--- src/rtl/pc_sequencer.sv ---
// pc_sequencer: program-counter sequencer with a small return stack.
// Each cycle it takes one action: interrupt entry, return, call, jump,
// increment or hold. A one-cycle BOOT state follows reset. A one-cycle
// IRQ_ENTRY state marks interrupt entry.
//
// Output qualification: pc_out is a fetch address only while pc_valid=1.
// There is no ready input. The consumer samples pc_out on every rising edge
// at which pc_valid=1. irq_ack is meaningful in those cycles only.
module pc_sequencer #(
    parameter int                    ADDR_WIDTH   = 16,
    parameter logic [ADDR_WIDTH-1:0] RESET_VECTOR = '0,
    parameter int                    STACK_DEPTH  = 4
) (
    input  logic                  clk,
    input  logic                  rst,
    input  logic                  next,
    input  logic                  stall,
    input  logic                  jump,
    input  logic                  call,
    input  logic                  ret,
    input  logic                  reti,
    input  logic [ADDR_WIDTH-1:0] target,
    input  logic                  irq,
    input  logic [ADDR_WIDTH-1:0] irq_vector,
    output logic [ADDR_WIDTH-1:0] pc_out,
    output logic                  pc_valid,
    output logic                  irq_ack,
    output logic                  stack_empty,
    output logic                  stack_full,
    output logic                  err,
    output logic [1:0]            state_dbg
);

    localparam int IDX_W = (STACK_DEPTH > 1) ? $clog2(STACK_DEPTH) : 1;
    localparam int SP_W  = IDX_W + 1;
    localparam logic [SP_W-1:0] SP_FULL = SP_W'(STACK_DEPTH);
    localparam logic [SP_W-1:0] SP_ONE  = SP_W'(1);
    localparam logic [ADDR_WIDTH-1:0] PC_ONE = ADDR_WIDTH'(1);

    typedef enum logic [1:0] {
        ST_BOOT      = 2'd0,
        ST_RUN       = 2'd1,
        ST_IRQ_ENTRY = 2'd2
    } state_t;

    typedef enum logic [2:0] {
        ACT_HOLD = 3'd0,
        ACT_IRQ  = 3'd1,
        ACT_RETI = 3'd2,
        ACT_RET  = 3'd3,
        ACT_CALL = 3'd4,
        ACT_JUMP = 3'd5,
        ACT_NEXT = 3'd6
    } act_t;

    state_t                state_q, state_d;
    act_t                  act;
    logic [ADDR_WIDTH-1:0] pc_q, pc_d;
    logic [ADDR_WIDTH-1:0] pc_inc;
    logic [SP_W-1:0]       sp_q, sp_d;
    logic                  irq_en_q, irq_en_d;
    logic                  err_q, err_d;
    logic                  empty_q, full_q;
    logic                  push_en;
    logic [ADDR_WIDTH-1:0] push_data;
    logic [IDX_W-1:0]      push_idx;
    logic [IDX_W-1:0]      top_idx;
    logic [SP_W-1:0]       sp_dec;
    logic [ADDR_WIDTH-1:0] stack_top;
    logic [ADDR_WIDTH-1:0] stack_mem [STACK_DEPTH];

    // Wrapping increment (0xFFFF rolls over to 0x0000 silently).
    // Push slot is sp and the top entry is sp-1.
    assign pc_inc    = pc_q + PC_ONE;
    assign sp_dec    = sp_q - SP_ONE;
    assign push_idx  = sp_q[IDX_W-1:0];
    assign top_idx   = sp_dec[IDX_W-1:0];
    assign stack_top = stack_mem[top_idx];

    // Priority decode of the single action taken this cycle. Only RUN without stall acts.
    // A pending irq against a full stack falls through to the lower-priority requests.
    always_comb begin
        act = ACT_HOLD;
        if (state_q == ST_RUN && !stall) begin
            if (irq && irq_en_q && !full_q) act = ACT_IRQ;
            else if (reti)                  act = ACT_RETI;
            else if (ret)                   act = ACT_RET;
            else if (call)                  act = ACT_CALL;
            else if (jump)                  act = ACT_JUMP;
            else if (next)                  act = ACT_NEXT;
            else                            act = ACT_HOLD;
        end
    end

    // FSM state register; reset forces BOOT immediately.
    always_ff @(posedge clk or negedge rst) begin
        if (!rst) state_q <= ST_BOOT;
        else      state_q <= state_d;
    end

    // FSM next state: BOOT and IRQ_ENTRY each last one cycle.
    always_comb begin
        state_d = state_q;
        case (state_q)
            ST_BOOT:      state_d = ST_RUN;
            ST_RUN:       state_d = (act == ACT_IRQ) ? ST_IRQ_ENTRY : ST_RUN;
            ST_IRQ_ENTRY: state_d = ST_RUN;
            default:      state_d = ST_BOOT;
        endcase
    end

    // Datapath next values for pc, stack pointer, interrupt enable and error.
    always_comb begin
        pc_d      = pc_q;
        sp_d      = sp_q;
        irq_en_d  = irq_en_q;
        err_d     = err_q;
        push_en   = 1'b0;
        push_data = pc_q;
        case (act)
            ACT_IRQ: begin
                push_en   = 1'b1;
                push_data = pc_q;
                sp_d      = sp_q + SP_ONE;
                pc_d      = irq_vector;
                irq_en_d  = 1'b0;
            end
            ACT_RETI, ACT_RET: begin
                if (act == ACT_RETI) irq_en_d = 1'b1;
                if (empty_q) begin
                    err_d = 1'b1;
                end else begin
                    pc_d = stack_top;
                    sp_d = sp_dec;
                end
            end
            ACT_CALL: begin
                if (full_q) begin
                    err_d = 1'b1;
                end else begin
                    push_en   = 1'b1;
                    push_data = pc_inc;
                    sp_d      = sp_q + SP_ONE;
                    pc_d      = target;
                end
            end
            ACT_JUMP: pc_d = target;
            ACT_NEXT: pc_d = pc_inc;
            default:  pc_d = pc_q;
        endcase
    end

    // Datapath registers. The occupancy flags update on the same edge as pc.
    always_ff @(posedge clk or negedge rst) begin
        if (!rst) begin
            pc_q     <= RESET_VECTOR;
            sp_q     <= '0;
            irq_en_q <= 1'b1;
            err_q    <= 1'b0;
            empty_q  <= 1'b1;
            full_q   <= 1'b0;
        end else begin
            pc_q     <= pc_d;
            sp_q     <= sp_d;
            irq_en_q <= irq_en_d;
            err_q    <= err_d;
            empty_q  <= (sp_d == '0);
            full_q   <= (sp_d == SP_FULL);
        end
    end

    // Return-stack storage. Entries above sp are dead, so reset only clears sp.
    always_ff @(posedge clk) begin
        if (push_en) stack_mem[push_idx] <= push_data;
    end

    // Outputs are decoded from registered state only.
    always_comb begin
        pc_out      = pc_q;
        pc_valid    = (state_q != ST_BOOT);
        irq_ack     = (state_q == ST_IRQ_ENTRY);
        stack_empty = empty_q;
        stack_full  = full_q;
        err         = err_q;
        state_dbg   = state_q;
    end

endmodule
--- config.mk ---
export PLATFORM = sky130hd
export DESIGN_NAME = pc_sequencer
export DESIGN_NICKNAME = d
export VERILOG_FILES = /design/src/rtl/pc_sequencer.sv
export SDC_FILE = /design/constraint.sdc
export NUM_CORES = 1
export LEC_CHECK = 0
export ABC_AREA = 1
export BUFFER_PORTS_ARGS = -buffer_cell sky130_fd_sc_hd__buf_4
export CAP_MARGIN = 20
export CORE_ASPECT_RATIO = 1.25
export CORE_MARGIN = 2
export CORE_UTILIZATION = 25
export DETAILED_ROUTE_END_ITERATION = 16
export PLACE_DENSITY = 0.44
export SLEW_MARGIN = 20
export SYNTH_ARGS = -nofsm -noshare
export SYNTH_HDL_FRONTEND = slang
export SYNTH_SLANG_ARGS = --single-unit
--- constraint.sdc ---
create_clock -name clk -period 3.05 [get_ports clk]
set_input_delay 0.61 -clock clk [delete_from_list [all_inputs] [get_ports clk]]
set_output_delay 0.61 -clock clk [all_outputs]
set_load 0.01 [all_outputs]
==> metrics.md <==
| Metric | Value |
|---|---|
| Final-stage net count | `649` |
| Global-route wire length before repair | `21900 um` |
| Total power | `5.38 mW` |
| Clk slew on worst S/H paths | `0.07 ns` |
| CTS Hold Bufs | `0` |
| Max clock buf depth | `2` |
| Clk_skew | `0.00649 ns` |
| Max Slew Vio Count | `0` |
| CP Launch Point | `stack_full` |
| Worst path most repeated cell | `inv_2` |
| DR vias | `3977` |
| DR iter-0 viols | `276` |
| Fill count | `1966` |
| #FFs+latches synth | `89` |
| Largest area contributor in the netlist | `edfxtp_1` |
| Crit-path cells | `inv_2 -> nand3_4 -> nand2_1 -> nand2_1 -> nand2_2 -> inv_2 -> nand2_2 -> inv_2 -> o21ai_0 -> buf_4` |
| Fraction of layout cells with a size suffix above 1 | `20.4%` |
| Boundary Pins | `64` |
| Crit path DAT | `2.72 ns` |
| Worst Hold Class | `input port to async pin` |
| WL final | `14200 um` |
| Vias per cell | `4.73` |
| Detailed placement HPWL | `10600 um` |
| All-layer global routing usage | `14.5%` |
| Root Driver | `clkbuf_16` |
| Fmax | `398 MHz` |
| Initial Util | `25.2%` |
| Placed cell area | `5460 um^2` |
| IO buf count | `63` |
| Initial antenna violation count | `0` |
| # resized after CTS | `0` |
| Crit Path Category | `flip-flop to flip-flop` |
| Status | `finished clean` |
| Die Area | `19900 um^2` |
| Slowest CP cell | `dfrtp_1` |
| Final setup fails | `0` |
| Num CTS Buffers | `9` |
| Slew at the pin closest to its max-slew limit | `0.830 ns` |
| Fin util | `30.9%` |
| Leak Pwr | `2.44 nW` |
| Final hold vios | `0` |
| Post-Syn Instances | `534` |
| R2R Path Start | `stack_full` |
| # diodes | `0` |
| Final min period | `2.51 ns` |
| TritonCTS clock tree | `done` |
| Drt pass-1 iters | `5` |
| Number of cells on the worst reg-to-reg path | `10` |
| Startpoint Class | `flip-flop` |
| Max stage delay on crit path | `0.48 ns` |
| Core Rows | `56` |
| PwrDens | `936 nW/um^2` |
| Syn_nets | `580` |
| Design Area, Final | `5740 um^2` |
| H-tree Lvls | `3` |
| Vias in the first global route | `4012` |
| Post-CTS setup buffers | `0` |
| Routed Antenna Nets | `0` |
| Gr ovfl total | `0` |
| Final period utilization | `82.3%` |
| MaxCap Viol Count | `0` |
| Yosys warns | `0` |
| Syn_area_per_cell | `8.77 um^2` |
| Commonest non-fill, non-tap cell in the layout | `nand2_1` |
| Cell area after synthesis | `4690 um^2` |
| Core area | `18600 um^2` |
| WP data required | `3.26 ns` |
| Slew HR | `44.6%` |
| Area contributors post-synth | `edfxtp_1 41%, nand2_1 13%, dfrtp_1 12%` |
| Async SR Flop Fraction | `28.1%` |
| Clock Latency Late Sink | `0.34 ns` |
| Reg-to-Reg End | `stack_mem[3][10]` |
| Top-area cell type share of the netlist area | `41.0%` |
| Routed len/inst | `16.9 um` |
| Top_reg_cell synth | `edfxtp_1` |
| Area Overhead vs Synth | `22.6%` |
| Post-synth EDFFs | `64` |
| Largest net degree at the start of global routing | `39` |
| DR DRC count | `0` |
| R2r setup slk | `0.54 ns` |
| Clk sinks | `89` |
| Final setup TNS | `0 ns` |
| Crit. End Element | `flip-flop` |
| Most frequent cells in the layout | `161 x nand2_1, 78 x buf_4, 64 x edfxtp_1` |
| Final hold slack | `0.168 ns` |
| Crit path max fanout | `17` |
| Placer congestion estimate | `0.903` |
| Worst vdd ir | `0.000300 V` |
| Seq/Total Area, Yosys | `54.4%` |
| Library cells used by synthesis | `36` |
| Die width | `126 um` |
| Vert. Die Dim | `157 um` |
| RSZ-0062 raised after global routing | `no` |
[sequential cells by signal, summed over array words and instances (netlist names)]
name,flops
pc_out,16
err,1
stack_full,1
state_dbg,2
sp_q,3
irq_en_q,1
stack_mem,64
stack_empty,1
[power breakdown]
group	internal (mW)	leakage, nW	switching (mW)
registers	1.66	0.887	0.245
clock network	0.569	0.144	0.491
logic	0.833	1.41	1.58
[cell usage after synthesis, types with 2 or more instances]
library cell,number
nor2_2,4
xnor2_1,3
nor2_1,56
nor3_1,2
buf_2,6
nand4_1,21
edfxtp_1,64
xor2_1,7
nand2_4,2
buf_4,3
nand2_2,4
nor2_8,2
o21ai_0,51
inv_2,7
o21ai_1,5
clkbuf_1,10
dfrtp_1,23
inv_1,40
dfstp_2,2
ha_1,5
nand3_1,26
nand2_1,161
o22ai_1,16
or2_2,2
[cell families after synthesis]
family	count (synthesis)	synth area share [%]
buf+inv	67	5.93
fa+ha+maj	5	1.34
flops	89	54.4
simple gates	285	27.3
compound gates	78	9.16
xor+xnor	10	1.87
[worst max-delay path by stage]
| stage | slack, ns | to |
|---|---|---|
| after floorplan | 0.53 | stack_mem[1][0] |
| after detailed placement | 0.38 | stack_mem[2][10] |
| after CTS | 0.56 | stack_mem[3][10] |
| after global routing | 0.36 | pc_out[3] |
| after global placement | 0.37 | stack_mem[0][10] |
| final | 0.54 | stack_mem[3][10] |
[through the flow]
stage | setup WS [ns] | instances
4_1_cts | 0.564 | 840
5_1_grt | 0.362 | 840
3_5_place_dp | 0.384 | 824
6_report | 0.539 | 840
3_3_place_gp | 0.369 | 824
2_1_floorplan | 0.525 | 534
[cell type report]
| cell class | instances | area (um^2) | share of cell area (%) |
|---|---|---|---|
| inverter | 47 | 176 | 3.07 |
| clock buffer | 9 | 225 | 3.92 |
| multi-input combinational | 378 | 1860 | 32.3 |
| timing repair buffer | 78 | 586 | 10.2 |
| clock inverter | 7 | 58.8 | 1.02 |
| tap | 232 | 290 | 5.05 |
| sequential | 89 | 2550 | 44.4 |
[critical path, delay by kind of cell (launching register included)]
kind	cells	cell delay, ns
buffers and inverters	4	0.63
and+or+nand+nor	5	0.79
DFF	1	0.48
AOI/OAI and AO/OA	1	0.47
[per-layer routing]
metal / vias to the layer above / track usage [%] / share of wire [%]
met4: 0 / 6.38 / 3.7
met2: 115 / 24.9 / 49
met5: - / 0 / 0
met3: 28 / 2.35 / 3.9
li1: 1924 / - / -
met1: 1910 / 17.8 / 43
(Power assumes the default switching activity.)
